$ cat src/rtl/uart_rx_if.sv
// rtl/uart_rx_if.sv - byte delivery interface between uart_rx and its consumer
interface uart_rx_if;
   logic [7:0] rx_data;
   logic       rx_valid;
   logic       rx_ready;
   logic       rx_frame_err;
   logic       rx_parity_err;
   logic       rx_break;
   logic       rx_overrun;
   logic       rx_busy;

   modport master (
      output rx_data, rx_valid, rx_frame_err, rx_parity_err, rx_break, rx_overrun, rx_busy,
      input  rx_ready
   );

   modport slave (
      input  rx_data, rx_valid, rx_frame_err, rx_parity_err, rx_break, rx_overrun, rx_busy,
      output rx_ready
   );
endinterface

$ cat src/rtl/uart_rx.sv
// rtl/uart_rx.sv - 8-bit LSB-first UART receiver with optional parity and valid/ready output
module uart_rx #(
   parameter int CLK_HZ = 100000000,
   parameter int BAUD   = 115200,
   parameter int PARITY = 0
) (
   input  logic     clk,
   input  logic     rst,
   input  logic     rxd,
   uart_rx_if.master rx
);
   localparam int DIV = (CLK_HZ + BAUD / 2) / BAUD;
   localparam int CW  = $clog2(DIV);
   localparam logic [CW-1:0] HALF_RELOAD = CW'(DIV / 2 - 1);
   localparam logic [CW-1:0] FULL_RELOAD = CW'(DIV - 1);

   typedef enum logic [2:0] {IDLE, START, DATA, PAR, STOP} state_t;

   state_t        state, state_nxt;
   logic          s1, s, prev;
   logic [CW-1:0] cnt;
   logic [2:0]    idx;
   logic [7:0]    shreg;
   logic          par_err;
   logic          tick;
   logic          stop_tick;

   logic [7:0]    data_q;
   logic          valid_q, frame_err_q, parity_err_q, break_q, overrun_q;

   assign tick = (cnt == '0);

   // two-flop synchroniser plus a history flop for falling-edge detection
   always_ff @(posedge clk) begin
      if (rst) begin
         s1   <= 1'b1;
         s    <= 1'b1;
         prev <= 1'b1;
      end else begin
         s1   <= rxd;
         s    <= s1;
         prev <= s;
      end
   end

   // state register
   always_ff @(posedge clk) begin
      if (rst) state <= IDLE;
      else     state <= state_nxt;
   end

   // next-state logic; the stop tick returns to IDLE mid-bit so back-to-back frames are caught
   always_comb begin
      state_nxt = state;
      stop_tick = 1'b0;
      case (state)
         IDLE:  if (!s && prev) state_nxt = START;
         START: if (tick) state_nxt = s ? IDLE : DATA;
         DATA:  if (tick && idx == 3'd7) state_nxt = (PARITY != 0) ? PAR : STOP;
         PAR:   if (tick) state_nxt = STOP;
         STOP: begin
            if (tick) begin
               stop_tick = 1'b1;
               state_nxt = IDLE;
            end
         end
         default: state_nxt = IDLE;
      endcase
   end

   // bit timer: half a bit to the start-bit centre, then whole bits; shift register and parity check
   always_ff @(posedge clk) begin
      if (rst) begin
         cnt     <= '0;
         idx     <= '0;
         shreg   <= '0;
         par_err <= 1'b0;
      end else begin
         if (state == IDLE) cnt <= HALF_RELOAD;
         else               cnt <= tick ? FULL_RELOAD : cnt - 1'b1;

         if (state == START) begin
            idx     <= '0;
            par_err <= 1'b0;
         end else if (state == DATA && tick) begin
            idx   <= idx + 3'd1;
            shreg <= {s, shreg[7:1]};
         end else if (state == PAR && tick) begin
            par_err <= (^{shreg, s}) ^ (PARITY == 1);
         end
      end
   end

   // output holding register: load on a free or draining slot, otherwise drop and flag overrun
   always_ff @(posedge clk) begin
      if (rst) begin
         data_q       <= '0;
         valid_q      <= 1'b0;
         frame_err_q  <= 1'b0;
         parity_err_q <= 1'b0;
         break_q      <= 1'b0;
         overrun_q    <= 1'b0;
      end else begin
         overrun_q <= 1'b0;
         if (valid_q && rx.rx_ready) valid_q <= 1'b0;
         if (stop_tick) begin
            if (!valid_q || rx.rx_ready) begin
               data_q       <= shreg;
               valid_q      <= 1'b1;
               frame_err_q  <= !s;
               parity_err_q <= par_err;
               break_q      <= !s && (shreg == 8'h00);
            end else begin
               overrun_q <= 1'b1;
            end
         end
      end
   end

   assign rx.rx_data       = data_q;
   assign rx.rx_valid      = valid_q;
   assign rx.rx_frame_err  = frame_err_q;
   assign rx.rx_parity_err = parity_err_q;
   assign rx.rx_break      = break_q;
   assign rx.rx_overrun    = overrun_q;
   assign rx.rx_busy       = (state != IDLE);
endmodule

$ cat src/flat_wrapper.sv
// flat-port wrapper written by rule: the top's interface ports become plain ports
module uart_rx_flat 
#(
   parameter int CLK_HZ = 100000000,
   parameter int BAUD   = 115200,
   parameter int PARITY = 0
)
  (clk, rst, rxd, rx_rx_data, rx_rx_valid, rx_rx_frame_err, rx_rx_parity_err, rx_rx_break, rx_rx_overrun, rx_rx_busy, rx_rx_ready);
  uart_rx_if rx_i ();
  input  logic clk;
  input  logic rst;
  input  logic rxd;
  output wire logic [$bits(rx_i.rx_data)-1:0] rx_rx_data;
  output wire logic [$bits(rx_i.rx_valid)-1:0] rx_rx_valid;
  output wire logic [$bits(rx_i.rx_frame_err)-1:0] rx_rx_frame_err;
  output wire logic [$bits(rx_i.rx_parity_err)-1:0] rx_rx_parity_err;
  output wire logic [$bits(rx_i.rx_break)-1:0] rx_rx_break;
  output wire logic [$bits(rx_i.rx_overrun)-1:0] rx_rx_overrun;
  output wire logic [$bits(rx_i.rx_busy)-1:0] rx_rx_busy;
  input wire logic [$bits(rx_i.rx_ready)-1:0] rx_rx_ready;
  assign rx_rx_data = rx_i.rx_data;
  assign rx_rx_valid = rx_i.rx_valid;
  assign rx_rx_frame_err = rx_i.rx_frame_err;
  assign rx_rx_parity_err = rx_i.rx_parity_err;
  assign rx_rx_break = rx_i.rx_break;
  assign rx_rx_overrun = rx_i.rx_overrun;
  assign rx_rx_busy = rx_i.rx_busy;
  assign rx_i.rx_ready = rx_rx_ready;
  uart_rx #(.CLK_HZ(CLK_HZ), .BAUD(BAUD), .PARITY(PARITY)) u_core (.clk(clk), .rst(rst), .rxd(rxd), .rx(rx_i));
endmodule
$ cat config.mk
export PLATFORM = sky130hd
export DESIGN_NAME = uart_rx_flat
export DESIGN_NICKNAME = d
export VERILOG_FILES = /design/src/rtl/uart_rx_if.sv /design/src/rtl/uart_rx.sv /design/src/flat_wrapper.sv
export SDC_FILE = /design/constraint.sdc
export NUM_CORES = 1
export LEC_CHECK = 0
export ABC_AREA = 1
export CORE_UTILIZATION = 51
export DETAILED_ROUTE_END_ITERATION = 16
export GPL_ROUTABILITY_DRIVEN = 0
export HOLD_SLACK_MARGIN = 0.03
export MAX_ROUTING_LAYER = met4
export PLACE_DENSITY = 0.71
export SYNTH_ARGS = -nofsm -noshare
export SYNTH_HDL_FRONTEND = slang
export SYNTH_SLANG_ARGS = --single-unit
$ cat constraint.sdc
create_clock -name clk -period 1.5 [get_ports clk]
set_input_delay 0.3 -clock clk [delete_from_list [all_inputs] [get_ports clk]]
set_output_delay 0.3 -clock clk [all_outputs]
set_load 0.005 [all_outputs]
==> metrics.txt, run 1 <==
FFs w/ async S/R, synth=0; global-route wire length before repair=6.844 mm; Post-Syn Nets=271; clock sinks=41; power per cell area=1415 nW/µm²; Worst-path clk slew=80 ps; vias in the first global route=1573; layout cell share with drive strength beyond 1=0.2215; fin. max-slew vios=0; Adder-Cell Fraction of Synth Area=0.02594; Max FO, Critical Path=7; Worst Path Class, Setup=reg2reg; largest family of logic cells by synthesized area=simple AND/OR/NAND/NOR gates; post-synthesis register bit count=41; Req. time, crit path=1740 ps; multiplexer share of the synthesized area=0; starting density of the core=0.5563; CTS tree=yes; GRT overflow=0; worst skew pair latency=300 ps; Synth Area in Compound Gates=0.1200; CTS Buffer Depth=2; most common cell after layout, fill and taps aside=nand2_1; R2R Path Start=u_core.cnt[1]$_SDFF_PP0_; TritonCTS Buffers=5; min-delay src=u_core.s1$_SDFF_PP1_; fin area=2502 µm²; Placed Instances=331; die width=63.51 µm; initial antenna violation count=0; die area=4033 µm²; fillers=288; Rows=21; reg-to-reg endpoint=u_core.rx.rx_data[4]$_SDFFE_PP0P_; run status=completed; largest net degree at the start of global routing=20; number of vias per cell=5.073; Synth area leader=dfxtp_1; antenna diode count=0; crit start category=register; FF-to-FF path depth=9; Hold WC Path Type=reg2reg; CP Capture Type=register; Post-DRT Antenna Nets=0; final WL=4.100 mm; # nets final=305; relative slew slack=0.8088; wire per inst=11.92 µm; Total Neg Setup Slack=0 ps; GRT Total Usage=0.2258; final core utilization=0.7215; prevailing post-synth register cell=dfxtp_1; cell count after synthesis=263; Distinct cells, synth=27; PortBufs=17; Yosys warnings=0; Fin. Hold Viols=0; number of remaining DRC errors=0; Min-Delay Path Depth=1; Layout area overhead=29.70%; H-tree Lvls=2; sequential fraction of the synthesis area=0.4254; # hold bufs at CTS=0; most frequent cells in the layout=nand2_1 (64), dfxtp_1 (35), a21oi_1 (30); clock skew=6.074 ps; non-filler instance count after layout=344; Mapped Area=1929 µm²; reg2reg setup slack=50 ps; Placed Instance Area=2196 µm²; fmax=688.5 MHz; total power=3.540 mW; drt pass-1 iters=4; minimum clock period after layout=1452 ps; final worst path period share=0.9683; WHS Endpoint=u_core.s$_SDFF_PP1_; MaxCap Viol Count=0; syn_area_per_cell=7.336 µm²; top-level port count=18; synth top area cells=dfxtp_1 (43%), nand2_1 (13%), a21oi_1 (8.3%), nand3_1 (6.2%), inv_1 (6.2%); DP HPWL=2.685 mm; initial DRC count=100; total leakage power=1.071 nW; Synth top area share=0.4254; clock root cell=clkbuf_8; xor-xnor portion of the synthesized cell area=0.01816; Post-synth EDFFs=0; Worst-Margin Slew=286.6 ps; VDD IR max=0.001079 V; chip height=63.51 µm; area of the core=3468 µm²; vias=1745; WP data arrival=1690 ps; # setup viols final=0; simple-gate share of the synthesized area=0.3080; RSZ-0062 raised after global routing=yes
worst max-delay path, stage by stage, from the launching register on:
cell	delay, ps
dfxtp_2	320
inv_2	70
ha_4	140
nand3_4	60
nor2_4	160
nand2_8	100
nor2_8	160
clkbuf_16	170
nand3_1	80
a21oi_1	130
per-layer routing:
layer,vias to the layer above,wire [µm],global-route usage
li1,909,-,-
met1,788,1977,0.2854
met2,41,1889,0.3391
met3,7,161,0.06159
met4,0,71,0.09091
met5,-,0,-
per-stage QoR:
stage | hold WS (ps) | setup slack, ps
after floorplan | 389.5 | 85.91
after global placement | 394.0 | 30.57
after detailed placement | 402.7 | 7.625
after CTS | 422.5 | 30.49
after global routing | 430.6 | -45.28
final | 418.9 | 47.53
sequential cells by signal (all words and copies together) (netlist names):
register,cells
u_core.cnt,10
u_core.rx.rx_data,8
u_core.shreg,8
u_core.idx,3
u_core.state,3
u_core.par_err,1
u_core.prev,1
u_core.rx.rx_break,1
u_core.rx.rx_frame_err,1
u_core.rx.rx_overrun,1
u_core.rx.rx_parity_err,1
u_core.rx.rx_valid,1
u_core.s,1
u_core.s1,1
layout make-up:
cell class	instances	area, µm²	share of cell area
well taps	46	57.56	0.02300
multi-input cells	178	1011	0.4040
clock buffers	5	68.82	0.02750
inverters	37	146.4	0.05850
repair buffers	34	322.8	0.1290
flip-flops and latches	41	830.8	0.3320
clock inverters	3	65.06	0.02600
where the power goes:
part           switching, mW  internal, mW
combinational          0.683         0.518
clock                  0.393         0.661
sequential            0.0862          1.20
total                   1.16          2.38
synth_stat cells (4+ instances only):
cell     instances
nand2_1         65
dfxtp_1         41
a21oi_1         32
inv_1           32
nand3_1         24
nor2_1          18
o21ai_0         13
ha_1             4
nand3_2          4
nand4_1          4
logic make-up after synthesis:
| kind of cell | Yosys count |
|---|---|
| AO/OA/AOI/OAI | 46 |
| XOR/XNOR | 4 |
| adder cells (fa/ha/maj) | 4 |
| buffers and inverters | 44 |
| flip-flops | 41 |
| AND/OR/NAND/NOR | 124 |
how the worst max path moves through the flow:
| stage | to | depth (start not counted) | slack [ps] | from |
|---|---|---|---|---|
| floorplan | u_core.rx.rx_break$_SDFFE_PP0P_ | 10 | 90 | u_core.cnt[0]$_SDFF_PP0_ |
| global placement | u_core.rx.rx_data[5]$_SDFFE_PP0P_ | 9 | 30 | u_core.cnt[0]$_SDFF_PP0_ |
| detailed placement | u_core.rx.rx_parity_err$_SDFFE_PP0P_ | 9 | 8 | u_core.cnt[0]$_SDFF_PP0_ |
| CTS | u_core.shreg[6]$_SDFFE_PP0P_ | 9 | 30 | u_core.cnt[0]$_SDFF_PP0_ |
| global route | u_core.rx.rx_data[7]$_SDFFE_PP0P_ | 9 | -50 | u_core.cnt[1]$_SDFF_PP0_ |
| finish | u_core.rx.rx_data[4]$_SDFFE_PP0P_ | 9 | 50 | u_core.cnt[1]$_SDFF_PP0_ |
timing repair:
action	4_1_cts	5_1_grt
setup buffers	1	3
gates resized for setup	6	37
setup endpoints to repair	7	33
cloned	0	1
pin swaps	1	17
(Power assumes the default switching activity.)
==> run 2: changes to the inputs <==
--- a/config.mk
+++ b/config.mk
@@ -6,12 +6,13 @@
 export NUM_CORES = 1
 export LEC_CHECK = 0
 export ABC_AREA = 1
-export CORE_UTILIZATION = 51
+export CORE_UTILIZATION = 60
 export DETAILED_ROUTE_END_ITERATION = 16
 export GPL_ROUTABILITY_DRIVEN = 0
 export HOLD_SLACK_MARGIN = 0.03
 export MAX_ROUTING_LAYER = met4
-export PLACE_DENSITY = 0.71
+export PLACE_DENSITY = 0.79
+export SETUP_SLACK_MARGIN = 0.15
 export SYNTH_ARGS = -nofsm -noshare
 export SYNTH_HDL_FRONTEND = slang
 export SYNTH_SLANG_ARGS = --single-unit
==> constraint.sdc (replaced) <==
create_clock -name clk -period 1.7 [get_ports clk]
set_input_delay 0.34 -clock clk [delete_from_list [all_inputs] [get_ports clk]]
set_output_delay 0.34 -clock clk [all_outputs]
set_load 0.005 [all_outputs]
==> run 2 against run 1 <==
Against the previous run:
- global-route usage grew 2.6 points
- clock power down 46%
- hold slack gained 13 ps
- wire length grew 1.3%
- flip-flop and latch count did not move
- combinational power is 26% lower
- die area decreased by 15%
- non-clock buffer count shrank 6
- critical path depth did not move
- sequential power is 11% lower
==> metrics.txt, run 2 (synthesis results as in run 1) <==
Layout area overhead=23.87%; CTS Buffer Depth=2 (unchanged); WP data arrival=1830 ps (+140 ps); power per cell area=1085 nW/µm² (-23%); RSZ-0062 raised after global routing=no; Clk pwr share=0.218 (-0.080); # nets final=299 (-2.0%); GRT Total Usage=0.2520 (+0.02620); # hold bufs at CTS=0 (unchanged); run status=completed; fin. max-slew vios=0 (unchanged); die width=58.71 µm (-7.6%); final WL=4.155 mm (+1.3%); number of vias per cell=5.134 (+1.2%); final worst path period share=0.9016 (-0.06676); Req. time, crit path=2000 ps (+260 ps); most frequent cells in the layout=nand2_1 (64), inv_1 (29), a21oi_1 (29); Worst-Margin Slew=308.1 ps (+21.57 ps); initial DRC count=88 (-12%); PortBufs=17 (unchanged); starting density of the core=0.6320 (+0.07569); CTS tree=yes; CP Capture Type=register; Pint=1.627 mW (-32%); worst skew pair latency=360 ps (+60 ps); vias in the first global route=1470 (-6.5%); fillers=236 (-18%); DP HPWL=2.683 mm (about the same); MaxCap Viol Count=0 (unchanged); global-route wire length before repair=6.265 mm (-8.5%); minimum clock period after layout=1533 ps (+80.18 ps); # setup viols final=0 (unchanged); Hold WC Path Type=reg2reg; Net Switching=0.9660 mW (-17%); clock sinks=41 (unchanged); sequential power share=0.438 (+0.075); TritonCTS Buffers=5 (unchanged); total leakage power=1.265 nW (+18%); fmax=652.5 MHz (-5.2%); layout cell share with drive strength beyond 1=0.2295 (+0.007976); clock root cell=clkbuf_4; critical path's slowest cell=dfxtp_2; Rows=20 (-4.8%); crit-path cells=inv_2, ha_1, nand3_2, nor2_4, nand2_8, nor2_8, clkbuf_16, nand3_1, a21oi_1; Sw Ratio=0.3725 (+0.04416); Fin. Hold Viols=0 (unchanged); area of the core=3053 µm² (-12%); drt pass-1 iters=4 (unchanged); die area=3446 µm² (-15%); initial antenna violation count=0 (unchanged); wire per inst=12.37 µm (+3.8%); GRT overflow=0 (unchanged); top-level port count=18 (unchanged); final core utilization=0.7828 (+0.06129); Worst-path clk slew=120 ps (+40 ps); relative slew slack=0.7938 (-0.01493); most flop-heavy register=u_core.cnt; hold_ws=431.6 ps (+12.71 ps); clock skew=11.90 ps (+5.824 ps); Max FO, Critical Path=7 (unchanged); Post-DRT Antenna Nets=0 (unchanged); most common cell after layout, fill and taps aside=nand2_1; antenna diode count=0 (unchanged); Max stage delay on crit path=340 ps (+20 ps); number of remaining DRC errors=0 (unchanged); H-tree Lvls=2 (unchanged); VDD IR max=0.0009927 V (-8.0%); largest net degree at the start of global routing=21 (+5.0%); Worst Path Class, Setup=reg2reg; Total Neg Setup Slack=0 ps (unchanged); vias=1725 (-1.1%); max reg flops=10 (unchanged); chip height=58.71 µm (-7.6%); crit start category=register; combinational share of power=0.345 (+0.006)
run 2: changes by cell type in the layout (fill, tap and decap cells not counted), moves of 2 or more:
cell / change
buf_4: -6
bufinv_16: -2
clkbuf_4: +5
clkbuf_8: -3
clkdlybuf4s50_1: -13
dfxtp_1: -9
dfxtp_2: +8
dlymetal6s2s_1: +12
nand3_1: +4
nand3_2: -3
o21ai_0: +4
o21ai_1: -3
run 2: final cells by class:
| class | instances | area (µm²) | share of cell area |
|---|---|---|---|
| clock buffer | 7 | 65.06 | 0.02723 |
| tap | 44 | 55.05 | 0.02304 |
| sequential | 41 | 844.6 | 0.3534 |
| multi-input combinational | 178 | 972.2 | 0.4068 |
| timing repair buffer | 28 | 301.5 | 0.1262 |
| inverter | 37 | 146.4 | 0.06126 |
| clock inverter | 1 | 5.005 | 0.002094 |
run 2: routing by layer:
| layer | up-vias | share of wire | global-route usage |
|---|---|---|---|
| met5 | - | 0 | - |
| met4 | 0 | 0.018 | 0.1259 |
| met3 | 9 | 0.034 | 0.06593 |
| met1 | 784 | 0.47 | 0.3121 |
| li1 | 899 | - | - |
| met2 | 33 | 0.47 | 0.3810 |
run 2: path summary, 6_finish.rpt:
kind                                               start                                 to  slack, ps  depth (start not counted)
worst max-delay path            u_core.cnt[0]$_SDFF_PP0_  u_core.rx.rx_data[7]$_SDFFE_PP0P_        170                          9
worst min-delay path                u_core.s1$_SDFF_PP1_                u_core.s$_SDFF_PP1_        430                          1
worst max register to register  u_core.cnt[0]$_SDFF_PP0_  u_core.rx.rx_data[7]$_SDFFE_PP0P_        170                          9
worst min register to register      u_core.s1$_SDFF_PP1_                u_core.s$_SDFF_PP1_        430                          1
run 2: power groups by stage:
| stage | logic [mW] | clock network (mW) | registers [mW] |
|---|---|---|---|
| after global placement | 0.777 | 0 | 1.14 |
| final | 0.893 | 0.564 | 1.14 |
| after CTS | 0.871 | 0.567 | 1.13 |
| after floorplan | 0.603 | 0 | 1.13 |
| after detailed placement | 0.797 | 0 | 1.14 |
| after global routing | 0.984 | 0.608 | 1.15 |
run 2: metrics by stage:
step	cells	setup slack, ps	instance area, µm²	power [mW]
after global routing	336	87.06	2390	2.741
after CTS	333	150.1	2271	2.567
final	336	167.4	2390	2.593
after floorplan	263	285.9	1929	1.730
after global placement	322	203.6	2141	1.919
after detailed placement	322	121.4	2141	1.941
run 2: what timing repair did:
item | 4_1_cts | 5_1_grt
gates cloned | 0 | 1
setup buffers | 3 | 2
pin swaps | 2 | 13
setup endpoints to repair | 22 | 39
gates resized for setup | 21 | 36
run 2: worst max-delay path: cells and delay by family (launching register included):
kind / cells / cell delay (ps)
simple gates: 5 / 590
flops: 1 / 340
buf+inv: 2 / 220
fa+ha+maj: 1 / 150
compound gates: 1 / 150
